**config.mk**
```make
export PLATFORM = sky130hd
export DESIGN_NAME = line_serializer
export DESIGN_NICKNAME = d
export VERILOG_FILES = /design/src/rtl/cnn_mem_pkg.sv /design/src/rtl/line_serializer.sv
export SDC_FILE = /design/constraint.sdc
export NUM_CORES = 1
export LEC_CHECK = 0
export ABC_CLOCK_PERIOD_IN_PS = 2300
export CAP_MARGIN = 20
export CORE_AREA = 2 2 132 134
export CTS_CLUSTER_SIZE = 25
export DETAILED_ROUTE_END_ITERATION = 6
export DIE_AREA = 0 0 134 136
export GPL_ROUTABILITY_DRIVEN = 0
export GPL_TIMING_DRIVEN = 0
export PLACE_DENSITY = 0.8
export SYNTH_ARGS = -nofsm -noshare
export SYNTH_HDL_FRONTEND = slang
export SYNTH_SLANG_ARGS = --single-unit
```
**constraint.sdc**
```tcl
create_clock -name clk -period 2.3 [get_ports clk]
set_input_delay 0.23 -clock clk [delete_from_list [all_inputs] [get_ports clk]]
set_output_delay 0.23 -clock clk [all_outputs]
set_load 0.005 [all_outputs]
```
**src/rtl/cnn_mem_pkg.sv**
```systemverilog
// Shared constants and state encoding for the line-memory serializer.
package cnn_mem_pkg;

  localparam int DW_DEF       = 16;
  localparam int MEM_SIZE_DEF = 10;
  localparam int MEM_ADDR_DEF = 4;

  typedef enum logic [1:0] {
    ST_IDLE  = 2'd0,
    ST_SEND  = 2'd1,
    ST_FLUSH = 2'd2
  } state_e;

  // Word 0 sits in the most significant slot of a packed line.
  function automatic int word_msb(int k, int words, int dw);
    return (words - k) * dw - 1;
  endfunction

endpackage

```
**src/rtl/line_serializer.sv**
```systemverilog
// Serializes one parallel line into MEM_SIZE sequential memory writes.
// Build option LINE_SERIALIZER_READBACK_EN adds a FLUSH state issuing a one-cycle rd_en with done.
module line_serializer
  import cnn_mem_pkg::*;
#(
  parameter int DW       = DW_DEF,
  parameter int MEM_SIZE = MEM_SIZE_DEF,
  parameter int MEM_ADDR = MEM_ADDR_DEF
) (
  input  logic                   clk,
  input  logic                   reset,
  input  logic [MEM_SIZE*DW-1:0] line_in,
  input  logic                   line_valid,
  output logic                   line_ready,
  input  logic                   hold,
  output logic [DW-1:0]          wr_data,
  output logic [MEM_ADDR-1:0]    wr_add,
  output logic                   wr_en,
  output logic                   rd_en,
  output logic                   busy,
  output logic                   done
);

  localparam int LW = $clog2(MEM_SIZE * DW);
  localparam logic [MEM_ADDR-1:0] LAST_ADDR = MEM_ADDR'(MEM_SIZE - 1);

  if ((2 ** MEM_ADDR) < MEM_SIZE) begin : g_bad_addr_width
    $error("MEM_ADDR too narrow for MEM_SIZE");
  end

  state_e                 r_state;
  state_e                 w_state_nxt;
  logic [MEM_ADDR-1:0]    r_cnt;
  logic [MEM_ADDR-1:0]    w_cnt_nxt;
  logic [MEM_SIZE*DW-1:0] r_line;
  logic [LW-1:0]          w_msb;
  logic [DW-1:0]          w_word;
  logic                   w_accept;
`ifndef LINE_SERIALIZER_READBACK_EN
  // Marks the extra SEND cycle that carries done once the last word is out.
  logic                   r_last;
  logic                   w_last_nxt;
`endif

  assign w_accept = (r_state == ST_IDLE) && line_valid;
  assign w_msb    = LW'(word_msb(int'(r_cnt), MEM_SIZE, DW));
  assign w_word   = r_line[w_msb -: DW];

  always_ff @(posedge clk) begin
    if (reset) begin
      r_state <= ST_IDLE;
      r_cnt   <= '0;
      r_line  <= '0;
`ifndef LINE_SERIALIZER_READBACK_EN
      r_last  <= 1'b0;
`endif
    end else begin
      r_state <= w_state_nxt;
      r_cnt   <= w_cnt_nxt;
      if (w_accept) begin
        r_line <= line_in;
      end
`ifndef LINE_SERIALIZER_READBACK_EN
      r_last  <= w_last_nxt;
`endif
    end
  end

  always_comb begin
    w_state_nxt = r_state;
    w_cnt_nxt   = r_cnt;
`ifndef LINE_SERIALIZER_READBACK_EN
    w_last_nxt  = r_last;
`endif
    line_ready  = 1'b0;
    busy        = 1'b1;
    wr_en       = 1'b0;
    wr_add      = '0;
    wr_data     = '0;
    rd_en       = 1'b0;
    done        = 1'b0;

    case (r_state)
      ST_IDLE: begin
        line_ready = 1'b1;
        busy       = 1'b0;
        if (w_accept) begin
          w_state_nxt = ST_SEND;
          w_cnt_nxt   = '0;
        end
      end

      ST_SEND: begin
`ifndef LINE_SERIALIZER_READBACK_EN
        if (r_last) begin
          done        = 1'b1;
          w_last_nxt  = 1'b0;
          w_state_nxt = ST_IDLE;
        end else begin
`else
        begin
`endif
          // Address and data stay on the current word while stalled.
          wr_add  = r_cnt;
          wr_data = w_word;
          wr_en   = !hold;
          if (!hold) begin
            if (r_cnt == LAST_ADDR) begin
              w_cnt_nxt   = '0;
`ifdef LINE_SERIALIZER_READBACK_EN
              w_state_nxt = ST_FLUSH;
`else
              w_last_nxt  = 1'b1;
`endif
            end else begin
              w_cnt_nxt = r_cnt + MEM_ADDR'(1);
            end
          end
        end
      end

`ifdef LINE_SERIALIZER_READBACK_EN
      ST_FLUSH: begin
        rd_en       = 1'b1;
        done        = 1'b1;
        w_state_nxt = ST_IDLE;
      end
`endif

      default: begin
        w_state_nxt = ST_IDLE;
      end
    endcase

    // Outputs read as idle for the whole time reset is held.
    if (reset) begin
      line_ready = 1'b1;
      busy       = 1'b0;
      wr_en      = 1'b0;
      wr_add     = '0;
      wr_data    = '0;
      rd_en      = 1'b0;
      done       = 1'b0;
    end
  end

endmodule

```
==> Word-level counts from Yosys, hierarchy flattened <==
Index checks and enable logic that the tools add are counted.
{ "op_classes": {"n_addsub": 3, "reduce_logical": 6, "mux": 27, "eq_ne": 6, "shifts": 1} }
{ "op_table": {"columns": ["operator", "n"], "rows": [
  ["$shiftx A175 B9 Y16", 1],
  ["$mux W16", 3],
  ["$mux W4", 7],
  ["$mux W1", 13],
  ["$ne A2 B2 Y1 const B", 4],
  ["$pmux W4 S2", 1],
  ["$sub A8 B2 Y8 const B", 1],
  ["$add A4 B1 Y4 const B", 1],
  ["$eq A4 B4 Y1 const B", 1],
  ["$mux W2", 2],
  ["$pmux W2 S2", 1],
  ["$reduce_and A4 Y1", 1],
  ["$sub A4 B4 Y4 const A", 1],
  ["$eq A2 B1 Y1 const B", 1],
  ["$logic_not A2 Y1", 1],
  ["$reduce_and A2 Y1", 1],
  ["$reduce_bool A2 Y1", 1],
  ["$logic_and A1 B1 Y1", 1],
  ["$logic_not A1 Y1", 1]
]} }
{ "totals": {"inputBits": 164, "wordCells": 47, "output_inout_bits": 25, "register_bits": 167} }

==> Logic depth before layout (Yosys ltp) <==
{ "depth": {"ltp_word": 6, "depth_mapped": 11, "depth_no_buf": 7} }

==> Worst setup path after synthesis <==
OpenSTA, ideal clock, no wires.
{ "synth_timing": {"path_kind": "register -> output", "start": "reg r_cnt[0]", "end": "out wr_data[10]", "t_arrival_ps": 2192, "required_time_ps": 2070, "path_stages_with_launch": 11, "n_path_buf": 3, "path_slack_ps": -122, "path_cell_list": "dfxtp_1 > buf_6 > inv_1 > ha_1 > buf_4 > nor3b_2 > or2_1 > o211ai_2 > buf_6 > or3_1 > a31oi_1"} }
{ "synth_between": {"elab_chain_cells": 6} }
{ "synth_lines": {"columns": ["item", "line", "text"], "rows": [
  ["from (decl)", "line_serializer.sv:33", "logic [MEM_ADDR-1:0] r_cnt;"],
  ["from (signal assigned)", "line_serializer.sv:59", "r_cnt <= w_cnt_nxt;"],
  ["$sub A4 B4 Y4", "cnn_mem_pkg.sv:16", "return (words - k) * dw - 1;"],
  ["$sub A8 B2 Y8", "cnn_mem_pkg.sv:16", null],
  ["$shiftx A175 B9 Y16", "line_serializer.sv:47", "assign w_word = r_line[w_msb -: DW];"],
  ["$mux W16", "line_serializer.sv:95", "if (r_last) begin"],
  ["$mux W16", "line_serializer.sv:83", "case (r_state)"],
  ["$mux W16", "line_serializer.sv:136", "if (reset) begin"],
  ["to (decl)", "line_serializer.sv:16", "output logic [DW-1:0] wr_data,"]
]} }
Every way passes these cells.

==> Worst setup path in the final report <==
{ "layout_timing": {"start": "reg r_cnt[0]", "end": "out wr_data[15]"} }
The elaborated chain is that of the path after synthesis.

==> impl_metrics.tcl <==
set metrics [dict create \
    ys_async_sr_fraction_pct 0 \
    cts_tree "done" \
    syn_to_final_growth_pct 48.3 \
    cts-root-buf "clkbuf_16" \
    synth-edff-count 0 \
    syn-cell-area_sq_mm 0.00729 \
    finalCritPeriodShare_pct 129 \
    synthAdderAreaFrac_pct 0.859 \
    firstDrtPassIters 7 \
    antenna_cells 0 \
    drc_errors 0 \
    grt_antenna_before_repair 0 \
    track_usage_pct 27.6 \
    die_w_microns 134 \
    worstHoldStart "line_in[54]" \
    overflow 0 \
    startpoint_type "flip-flop" \
    numClockSinks 166 \
    dieHeight_microns 136 \
    routed_wl_mm 28.1 \
    synth_compound_area_share_pct 15.0 \
    postRouteAntennaNets 0 \
    finalPower_uw 7340 \
    critPathMaxStageDelay_ns 0.36 \
    drv_slew 0 \
    drive_above_1_share_pct 17.9 \
    finalHoldViolCount 0 \
    power.leakage_uw 0.00384 \
    io_buffers 186 \
    via_count 7744 \
    yosys.cell_types.count 36 \
    viasPerCell 5.69 \
    io_pins 189 \
    slew_headroom_pct 14.5 \
    coreArea_sq_mm 0.0169 \
    skew_ns 0.00722 \
    slowest_stage "dfxtp_4" \
    setup_viol_count_final 20 \
    dieArea_sq_mm 0.0182 \
    synth_seq_cells 166 \
    fin_ws_ns -0.671 \
    cts_hold_buf 0 \
    ys_seq_area_share_pct 45.6 \
    synth_simple_gate_area_share_pct 22.5 \
    crit_required_ns 2.07 \
    critPathMaxFanout 8 \
    synth_xor_xnor_area_share_pct 0.361 \
    clkSlewWorstSetupHoldPaths_ns 0.07 \
    ys_warn_count 0 \
    max_clock_freq_mhz 337 \
    reg2reg_from "r_state[0]" \
    initial_core_util_pct 43.2 \
    crit_arrival_ns 2.74 \
    power.density_mw_per_mm2 679 \
    cts_buffers 17 \
    hp-class "in2reg" \
    netlist_instances 898 \
    dpl.hpwl_mm 17.9 \
    rows 48 \
    min_period_ns 2.97 \
    syn_avg_cell_area_sq_um 8.11 \
    max_cap_viol_count 0 \
    violations "setup timing" \
    grt_first_pass_wirelength_mm 38.1 \
    finish.net_count 1293 \
    final_core_util_pct 64.0 \
    grt_pass1_vias 7211 \
    crit_top_cell "buf_6" \
    status "complete, but fails checks" \
    synth_nets 1067 \
    synth_mux_area_share_pct 10.1 \
    cp-end-kind "output pin" \
    wl_per_cell_microns 20.7 \
    critical_path.startpoint "r_cnt[0]" \
    rsz0062_at_grt "true" \
    grt_max_degree 17 \
    cts_max_level 4 \
    crit_chain "buf_12 -> inv_8 -> ha_4 -> nor3b_2 -> or2_1 -> o211ai_4 -> buf_6 -> buf_6 -> buf_6 -> nand3_2 -> a31oi_1 -> buf_2" \
    crit_type "reg2out" \
    synth_top_family_by_area "simple AND/OR/NAND/NOR gates" \
    cts_buffer_depth 2 \
    ir_drop_uv 596 \
    tightest_slew_ns 1.28 \
    synth_flop_cell "dfxtp_1" \
    drt_iter0_drc 1024 \
    clock_latency_ns 0.45 \
]
[flip-flops by register name, summed over array words and instances, names as in the netlist]
name and cells:
r_cnt 4, r_last 1, r_line 160, r_state 1
[cells in the final DEF, fill, tap and decap left out, drive strengths merged]
cell,synthesis,final
a211o,1,1
a21oi,168,168
a22oi,16,16
a31oi,15,15
and2,1,1
and2b,1,1
and3,1,1
buf,29,68
bufinv,0,2
clkbuf,50,67
clkdlybuf4s50,0,169
clkinv,0,5
clkinvlp,0,4
conb,1,1
dfxtp,166,166
dlygate4sd2,0,1
ha,5,5
inv,6,8
mux2,1,1
mux4,32,32
nand2,324,324
nand2b,5,5
nand3,31,31
nand3b,2,2
nor2,13,13
nor2b,1,1
nor3,3,3
nor3b,1,1
o211ai,1,1
o21a,1,1
o21ai,2,2
or2,2,2
or3,16,16
xnor2,3,3
[cell type report]
cell class,instances,area [sq um]
buffer,78,455
clock buffer,19,433
clock inverter,13,151
fill,1327,6070
inverter,6,30.0
multi-input combinational,647,4140
sequential,166,3330
tap,225,282
timing repair buffer,208,1980
[Yosys cell counts, types with 4 or more instances]
library cell | count | area [sq um]
buf_2 | 19 | 95.1
a21oi_1 | 168 | 841
nor2_1 | 12 | 45.0
inv_1 | 6 | 22.5
or3_1 | 16 | 100
clkbuf_1 | 49 | 184
dfxtp_1 | 166 | 3320
ha_1 | 5 | 62.6
mux4_2 | 30 | 676
buf_6 | 5 | 56.3
nand3_1 | 31 | 155
nand2b_1 | 5 | 31.3
nand2_1 | 324 | 1220
a31oi_1 | 15 | 93.8
buf_4 | 4 | 30.0
a22oi_1 | 16 | 120
[final timing paths]
path | endpoint | cells past startpoint | slack (ns)
worst max-delay path | wr_data[15] | 12 | -0.67
worst min-delay path | r_line[54] | 3 | 0.33
worst max register to register | r_line[14] | 6 | 0.21
worst min register to register | r_line[112] | 2 | 0.45
[power breakdown]
part,internal (uW),switching (uW)
sequential,3050,118
combinational,612,669
clock,1610,1280
total,5270,2070
[metal layers]
layer	vias to the layer above	global-route usage (%)	share of wire (%)
met5	-	0	0
met4	0	12.1	5.8
met3	124	5.97	9.7
met2	549	46.0	48
met1	3587	34.6	37
li1	3484	-	-
[through the flow]
step | setup WS, ns | TNS (ns) | instances | instance area, sq um | hold WS [ns]
final | -0.671 | -9.19 | 1362 | 10800 | 0.326
after global routing | -0.695 | -10.11 | 1362 | 10800 | 0.342
after CTS | -0.622 | -8.93 | 1357 | 10500 | 0.326
after detailed placement | -0.981 | -16.28 | 1309 | 9430 | 0.445
after global placement | -0.957 | -14.46 | 1309 | 9430 | 0.439
after floorplan | 0.0183 | 0 | 898 | 7290 | 0.366
[worst max-delay path, delay by kind of cell, from the launching register on]
family                     cells  cell delay [ns]
adders and majority gates      1             0.31
DFF                            1             0.36
buffers and inverters          6             0.80
AOI/OAI and AO/OA              2             0.46
and+or+nand+nor                3             0.36
[repair_timing]
action / CTS / global route
hold endpoints to repair: 0 / 0
cloned: 5 / 1
pin swaps: 35 / 20
setup buffers: 11 / 5
gates resized for setup: 146 / 60
setup endpoints to repair: 21 / 20
[kinds of logic (layout without fill, tap and decap cells)]
group,Yosys count,count (layout)
flip-flops,166,166
multiplexers,33,33
buffers and inverters,85,324
adder cells (fa/ha/maj),5,5
AND/OR/NAND/NOR,401,401
other,1,1
AO/OA/AOI/OAI,204,204
XOR/XNOR,3,3
Power figures use the tool's default switching activity.
